## config.mk

```make
export PLATFORM = sky130hd
export DESIGN_NAME = alu_div_seq
export DESIGN_NICKNAME = d
export VERILOG_FILES = /design/src/rtl/alu_div_seq.sv
export SDC_FILE = /design/constraint.sdc
export NUM_CORES = 1
export LEC_CHECK = 0
export BUFFER_PORTS_ARGS = -buffer_cell sky130_fd_sc_hd__buf_2
export CAP_MARGIN = 15
export CORE_UTILIZATION = 40
export CTS_BUF_LIST = sky130_fd_sc_hd__clkbuf_4 sky130_fd_sc_hd__clkbuf_8
export DETAILED_ROUTE_END_ITERATION = 6
export SYNTH_ARGS = -nofsm -noshare
export SYNTH_HDL_FRONTEND = slang
export SYNTH_SLANG_ARGS = --single-unit
```

## constraint.sdc

```tcl
create_clock -name clk -period 4.85 [get_ports clk]
set_clock_uncertainty 0.1 [all_clocks]
set_input_delay 0.485 -clock clk [delete_from_list [all_inputs] [get_ports clk]]
set_output_delay 0.485 -clock clk [all_outputs]
set_load 0.02 [all_outputs]
```

## src/rtl/alu_div_seq.sv

```systemverilog
// alu_div_seq: 8-bit unsigned restoring divider, one quotient bit per cycle.
// Divide-by-zero short-circuits straight to DONE with a saturated quotient.
module alu_div_seq (
  input  logic       clk,
  input  logic       rst,
  input  logic       start,
  input  logic [7:0] dividend,
  input  logic [7:0] divisor,
  output logic       busy,
  output logic       done,
  output logic [7:0] quotient,
  output logic [7:0] remainder,
  output logic       div_by_zero
);

  typedef enum logic [1:0] {
    S_IDLE,
    S_CALC,
    S_DONE
  } state_t;

  state_t      r_state;
  state_t      w_next;
  logic [7:0]  r_qreg;
  logic [7:0]  r_dvsr;
  logic [8:0]  r_part;
  logic [2:0]  r_cnt;
  logic [7:0]  r_quot;
  logic [7:0]  r_rem;
  logic        r_dbz;

  logic        w_accept;
  logic        w_zero;
  logic        w_last;
  logic [8:0]  w_shift;
  logic        w_ge;
  logic [8:0]  w_part_n;
  logic [7:0]  w_qreg_n;

  assign w_accept = (r_state == S_IDLE) && start;
  assign w_zero   = (divisor == 8'd0);
  assign w_last   = (r_cnt == 3'd7);

  // One restoring step: bring in the next dividend bit, try the subtract.
  assign w_shift  = {r_part[7:0], r_qreg[7]};
  assign w_ge     = (w_shift >= {1'b0, r_dvsr});
  assign w_part_n = w_ge ? (w_shift - {1'b0, r_dvsr}) : w_shift;
  assign w_qreg_n = {r_qreg[6:0], w_ge};

  always_ff @(posedge clk) begin
    if (rst) begin
      r_state <= S_IDLE;
    end else begin
      r_state <= w_next;
    end
  end

  always_comb begin
    w_next = r_state;
    unique case (r_state)
      S_IDLE: begin
        if (start) begin
          w_next = w_zero ? S_DONE : S_CALC;
        end
      end
      S_CALC: begin
        if (w_last) begin
          w_next = S_DONE;
        end
      end
      S_DONE: begin
        w_next = S_IDLE;
      end
      default: begin
        w_next = S_IDLE;
      end
    endcase
  end

  always_ff @(posedge clk) begin
    if (rst) begin
      r_qreg <= 8'd0;
      r_dvsr <= 8'd0;
      r_part <= 9'd0;
      r_cnt  <= 3'd0;
      r_quot <= 8'd0;
      r_rem  <= 8'd0;
      r_dbz  <= 1'b0;
    end else begin
      if (w_accept) begin
        if (w_zero) begin
          r_quot <= 8'hFF;
          r_rem  <= dividend;
          r_dbz  <= 1'b1;
        end else begin
          r_qreg <= dividend;
          r_dvsr <= divisor;
          r_part <= 9'd0;
          r_cnt  <= 3'd0;
        end
      end else if (r_state == S_CALC) begin
        r_qreg <= w_qreg_n;
        r_part <= w_part_n;
        r_cnt  <= r_cnt + 3'd1;
        if (w_last) begin
          r_quot <= w_qreg_n;
          r_rem  <= w_part_n[7:0];
          r_dbz  <= 1'b0;
        end
      end
    end
  end

  assign busy        = (r_state == S_CALC);
  assign done        = (r_state == S_DONE);
  assign quotient    = r_quot;
  assign remainder   = r_rem;
  assign div_by_zero = r_dbz;

endmodule

```

Word level (Yosys, flattened, before mapping). Index checks and enable logic that the tools add are counted.

Register bits: 46. Logic and storage cells: 54.

$add $sub $neg: 2. Order comparisons: 1. Equality and inequality tests: 7. Multiplexer cells: 26. Bitwise operators: 1. Reductions and logical operators: 9.

Operators by type and width (number): 8-bit 2-to-1 mux (15); 9-bit by 8-bit greater-or-equal comparator with 1-bit output (1); 3-bit 2-to-1 mux (3); 8-bit logical NOT (1); 8-bit subtractor (1); 2-bit 2-to-1 mux (3); 2-bit AND reduction (3); 1-bit 2-to-1 mux (4); 2-bit by 1-bit != test with 1-bit output (second input constant) (2); 2-bit != test (second input constant) (2); 2-bit one-hot mux with 2 select lines (1); 2-bit nonzero test (2); 3-bit by 1-bit adder with 3-bit output (second input constant) (1); 3-bit == test (second input constant) (1); 3-bit AND reduction (1); 2-bit by 1-bit == test with 1-bit output (second input constant) (1); 2-bit == test (second input constant) (1); 2-bit logical NOT (1); 1-bit logical AND (1); 1-bit inverter (1).

Depth between registers and ports, before layout.
Depth after elaboration: 5. Gate-level depth with buffers: 9. Gate-level depth less buffers: 8.

Worst setup path before layout. OpenSTA, ideal clock, no wires.

Path type: flip-flop to flip-flop. Start point: register r_dvsr[4]. End point: register r_part[6]. Setup time: 127 ps. Arrival time: 1808 ps. Setup slack: 2815 ps. Stages on the path, launching flop included: 10. Path buffers: 2. Clock period less this slack: 2035 ps. Path through: dfxtp_1 -> inv_1 -> ha_1 -> clkbuf_1 -> a21oi_1 -> o211ai_1 -> a21o_1 -> buf_4 -> mux2i_1 -> o21ai_0.

Cells in the longest elaborated chain, start to end: 4. Elaborated cells on any way between the ends: 5.

RTL lines: start, declared (RTL line 25) `logic [7:0] r_dvsr;`; start signal, assigned (RTL line 97) `r_dvsr <= divisor;`; 8-bit subtractor or 9-bit by 8-bit greater-or-equal comparator with 1-bit output (tied branches) (RTL line 47, 46); 8-bit 2-to-1 mux * (RTL line 47) `assign w_part_n = w_ge ? (w_shift - {1'b0, r_dvsr}) : w_shift;`; 8-bit 2-to-1 mux * (RTL line 101) `end else if (r_state == S_CALC) begin`; 8-bit 2-to-1 mux * (RTL line 90) `if (w_accept) begin`; end signal, assigned (RTL line 103) `r_part <= w_part_n;`; end, declared (RTL line 26) `logic [8:0] r_part;`.

Every way passes the cells marked *; elsewhere a longest branch is shown, timed or not. The select of a mux whose other input is x is not followed. A chain may end at the register's enable or synchronous reset.

Final worst setup path.
Start point: register r_state[0]. End point: register r_qreg[3].

Cells in the longest elaborated chain, start to end: 4. Elaborated cells on any way between the ends: 7.

RTL lines: start, declared (RTL line 22) `state_t r_state;`; start signal, assigned (RTL line 54) `r_state <= w_next;`; 2-bit logical NOT (RTL line 40) `assign w_accept = (r_state == S_IDLE) && start;`; 1-bit logical AND (RTL line 40); 2-bit != test (no source line) or 2-bit nonzero test (tied branches); 2-bit AND reduction (no source line); end signal, assigned (RTL line 96) `r_qreg <= dividend;`; end signal, assigned (RTL line 102) `r_qreg <= w_qreg_n;`; end, declared (RTL line 24) `logic [7:0] r_qreg;`.

Several ways; a longest one is shown, not always the timed one.

==> summary.txt <==
Clock tree
  – Total CTS buffers: 5
  – CTS tree: done
  – Clk root buf: clkbuf_8
  – Worst-path clk slew: approximately 0.09 ns
  – Postcts setup bufs: 0
  – Later-pin clock latency in the skew report: between 0.2 and 0.3 ns
  – Post-CTS resize count: 0
  – Worst-case clock buffer depth: 2
  – CTS HTree Levels: 2
  – Clk sinks: 46
  – CTS Hold Bufs: 0

Min path
  – Hold Crit Depth: 3
  – Hold path start: divisor[6]
  – Hold Crit Class: in2reg
  – End of the worst hold path: r_dvsr[6]

Run status
  – Outcome: completed

Logic synthesis
  – Synth area leader: dfxtp_1
  – Post-synth EDFFs: 0
  – Synth Net Count: 300
  – Top_reg_cell synth: dfxtp_1
  – Most frequent cell after synthesis: dfxtp_1
  – List of most frequent post-synthesis cells: 46 x dfxtp_1, 37 x nand2_1, 26 x nor2_1, 14 x a21oi_1, 12 x inv_1
  – Post-Syn Instances: 270
  – Seq/Total Area, Yosys: 0.392
  – Post-synth ARST share: 0
  – Syn avg cell area: just under 9 sq um
  – Mapped cell area: 2350 sq um
  – Yosys Warn Count: 0
  – Post-synth top area share: 0.392
  – Synth cell types: 56
  – #FFs+latches synth: 46
  – Synth area leaders: dfxtp_1 39%, nand2_1 5.9%, ha_1 5.3%, nor2_1 4.2%, o221a_2 3.8%

Worst setup path
  – Kind of critical path: reg2reg
  – Crit path launch type: flip-flop
  – Reg2Reg Depth: 5
  – Slowest stage delay, CP: approximately 0.69 ns
  – Register-to-register setup slack: between 2 and 2.5 ns
  – CP cell instances: nor3b_4 > o21ai_1 > nand2_1 > nor2_1 > a311oi_1
  – CP delay by family, top: simple AND/OR/NAND/NOR gates
  – Worst path bufs/invs: 0
  – Worst-path fanout max: 19
  – Crit path DAT: roughly 2.7 ns
  – Critical R2R Capture: r_qreg[3]
  – CP max-delay cell: nor3b_4
  – Worst path required time: just under 5 ns
  – RR Startpoint: r_state[0]
  – Crit path capture type: flip-flop

Layout
  – FF+latch area: between 900 and 1000 sq um
  – Area growth syn-to-layout: 13.0%
  – Ant diodes: 0
  – Multi-input logic area: about 1300 sq um
  – # fillers: approximately 570
  – Share of cells above drive strength 1: 0.219
  – # nets final: 330
  – Final Cell Area: about 2700 sq um

Timing
  – Final Slew Violations: 0
  – RSZ-0062 raised after global routing: no
  – Slew @ Worst Pin: ~0.79 ns
  – F_max: between 0.3 and 0.4 GHz
  – Slew headroom: 0.474
  – Final Critical Period: ~2.6 ns
  – PnR worst setup slack: about 2.3 ns
  – Hold Fails Final Rpt: 0
  – TNS Setup: 0 ns
  – Final setup fails: 0
  – Final period utilization: 0.536

Detailed routing
  – DRT antenna net count: 0
  – Via count: 2039
  – Drt initial violations: 120
  – Vias/cell: between 5 and 6
  – Wirelength per Cell: between 10 and 15 um
  – DRC Markers: 0
  – 1st-pass router iterations: 4
  – Final WL: about 5500 um

Die
  – Die width: 78.6 um
  – Die Y: 78.6 um
  – IO Pins: 38
  – Core Region: ~5600 sq um
  – Total die area: ~6000 sq um
  – Initial core utilization: 0.421
  – Rows: 27

Power
  – Clock network fraction of total power: 0.263
  – Comb power frac: 0.294
  – Seq pwr share: 0.443
  – Switching fraction of total power: 0.335
  – Leakage power: between 1 and 1.5 nW
  – Max VDD drop: 0.000198 V
  – PD cells: 355 nW/um^2
  – Reported net switching power: approximately 320 uW
  – Int Pwr: 627 uW

Global route
  – First-pass GRT wire length: between 9000 and 10000 um
  – Largest net degree at the start of global routing: 32
  – Initial antenna violation count: 0
  – Gr ovfl total: 0
  – Vias in the first global route: 1912
  – All-layer global routing usage: 0.191

Job
  – Max-cap violations: 0

Place
  – Pre-CTS WS: about 2.0 ns
  – Port-buffer cells: 37
  – Placer Congestion: ~0.85
  – DP HPWL: about 4000 um
  – Placed instance area: 2560 sq um
layer usage:
layer  share of wire  global-route usage
met1            0.51               0.261
met2            0.45               0.305
met3           0.043              0.0419
met4          0.0043              0.0444
met5               0                   0
through the flow:
| stage | instances | hold WS [ns] | power, mW | util |
|---|---|---|---|---|
| floorplan | 270 | 0.327 | 0.643 | - |
| global placement | 365 | 0.352 | 0.701 | 0.459 |
| detailed placement | 365 | 0.350 | 0.700 | 0.459 |
| CTS | 373 | 0.325 | 0.945 | 0.476 |
| global route | 373 | 0.333 | 0.992 | 0.476 |
| finish | 373 | 0.327 | 0.943 | 0.476 |
worst max-delay path by stage:
stage	start	end	slack, ns	cells after the start
finish	r_state[0]	r_qreg[3]	2.25	5
global route	r_state[0]	r_qreg[7]	1.95	5
CTS	r_state[0]	r_qreg[2]	2.26	5
detailed placement	divisor[3]	r_part[3]	2.00	6
global placement	divisor[3]	r_qreg[5]	2.04	5
floorplan	r_dvsr[4]	r_part[6]	2.82	9
tightest hold or removal path: stages:
cell and delay (ns):
buf_2 0.10, nand2_1 0.05, a21oi_1 0.05
logic make-up (layout without fill, tap and decap cells):
group / count (synthesis) / in the layout / synth area share
AND/OR/NAND/NOR: 98 / 98 / 0.206
XOR/XNOR: 4 / 4 / 0.0149
buffers and inverters: 27 / 58 / 0.0490
AO/OA/AOI/OAI: 79 / 79 / 0.254
flip-flops: 46 / 46 / 0.392
adder cells (fa/ha/maj): 11 / 11 / 0.0618
multiplexers: 5 / 5 / 0.0219
power groups by stage:
stage | Sequential, mW | Clock [mW] | Combinational [mW]
finish | 0.418 | 0.248 | 0.277
global route | 0.422 | 0.264 | 0.306
CTS | 0.418 | 0.252 | 0.276
detailed placement | 0.427 | 0 | 0.274
global placement | 0.427 | 0 | 0.274
floorplan | 0.421 | 0 | 0.221
cell type report:
class | instances | share of cell area
clock buffer | 7 | 0.0340
clock inverter | 1 | 0.00189
inverter | 13 | 0.0184
multi-input combinational | 197 | 0.495
sequential | 46 | 0.347
tap | 72 | 0.0340
timing repair buffer | 37 | 0.0698
placed cells by master (no fill, tap or decap), drive strengths merged, types with 3 or more instances in the layout:
| cell type | count |
|---|---|
| nand3 | 7 |
| o21ai | 10 |
| a21oi | 15 |
| nor2 | 26 |
| nand2b | 3 |
| o221a | 8 |
| a211oi | 6 |
| buf | 37 |
| nand2 | 38 |
| nor2b | 6 |
| inv | 13 |
| o22ai | 3 |
| xnor2 | 4 |
| clkbuf | 7 |
| a22oi | 8 |
| a21o | 3 |
| or3 | 3 |
| or2 | 3 |
| dfxtp | 46 |
| ha | 10 |
| mux2i | 4 |
| a311oi | 10 |
flip-flops by register name (all words and copies together) (netlist names):
| signal | cells |
|---|---|
| div_by_zero | 1 |
| r_state | 2 |
| quotient | 8 |
| remainder | 8 |
| r_cnt | 3 |
| r_qreg | 8 |
| r_dvsr | 8 |
| r_part | 8 |
Note: power is estimated with default switching activity, not from simulation.
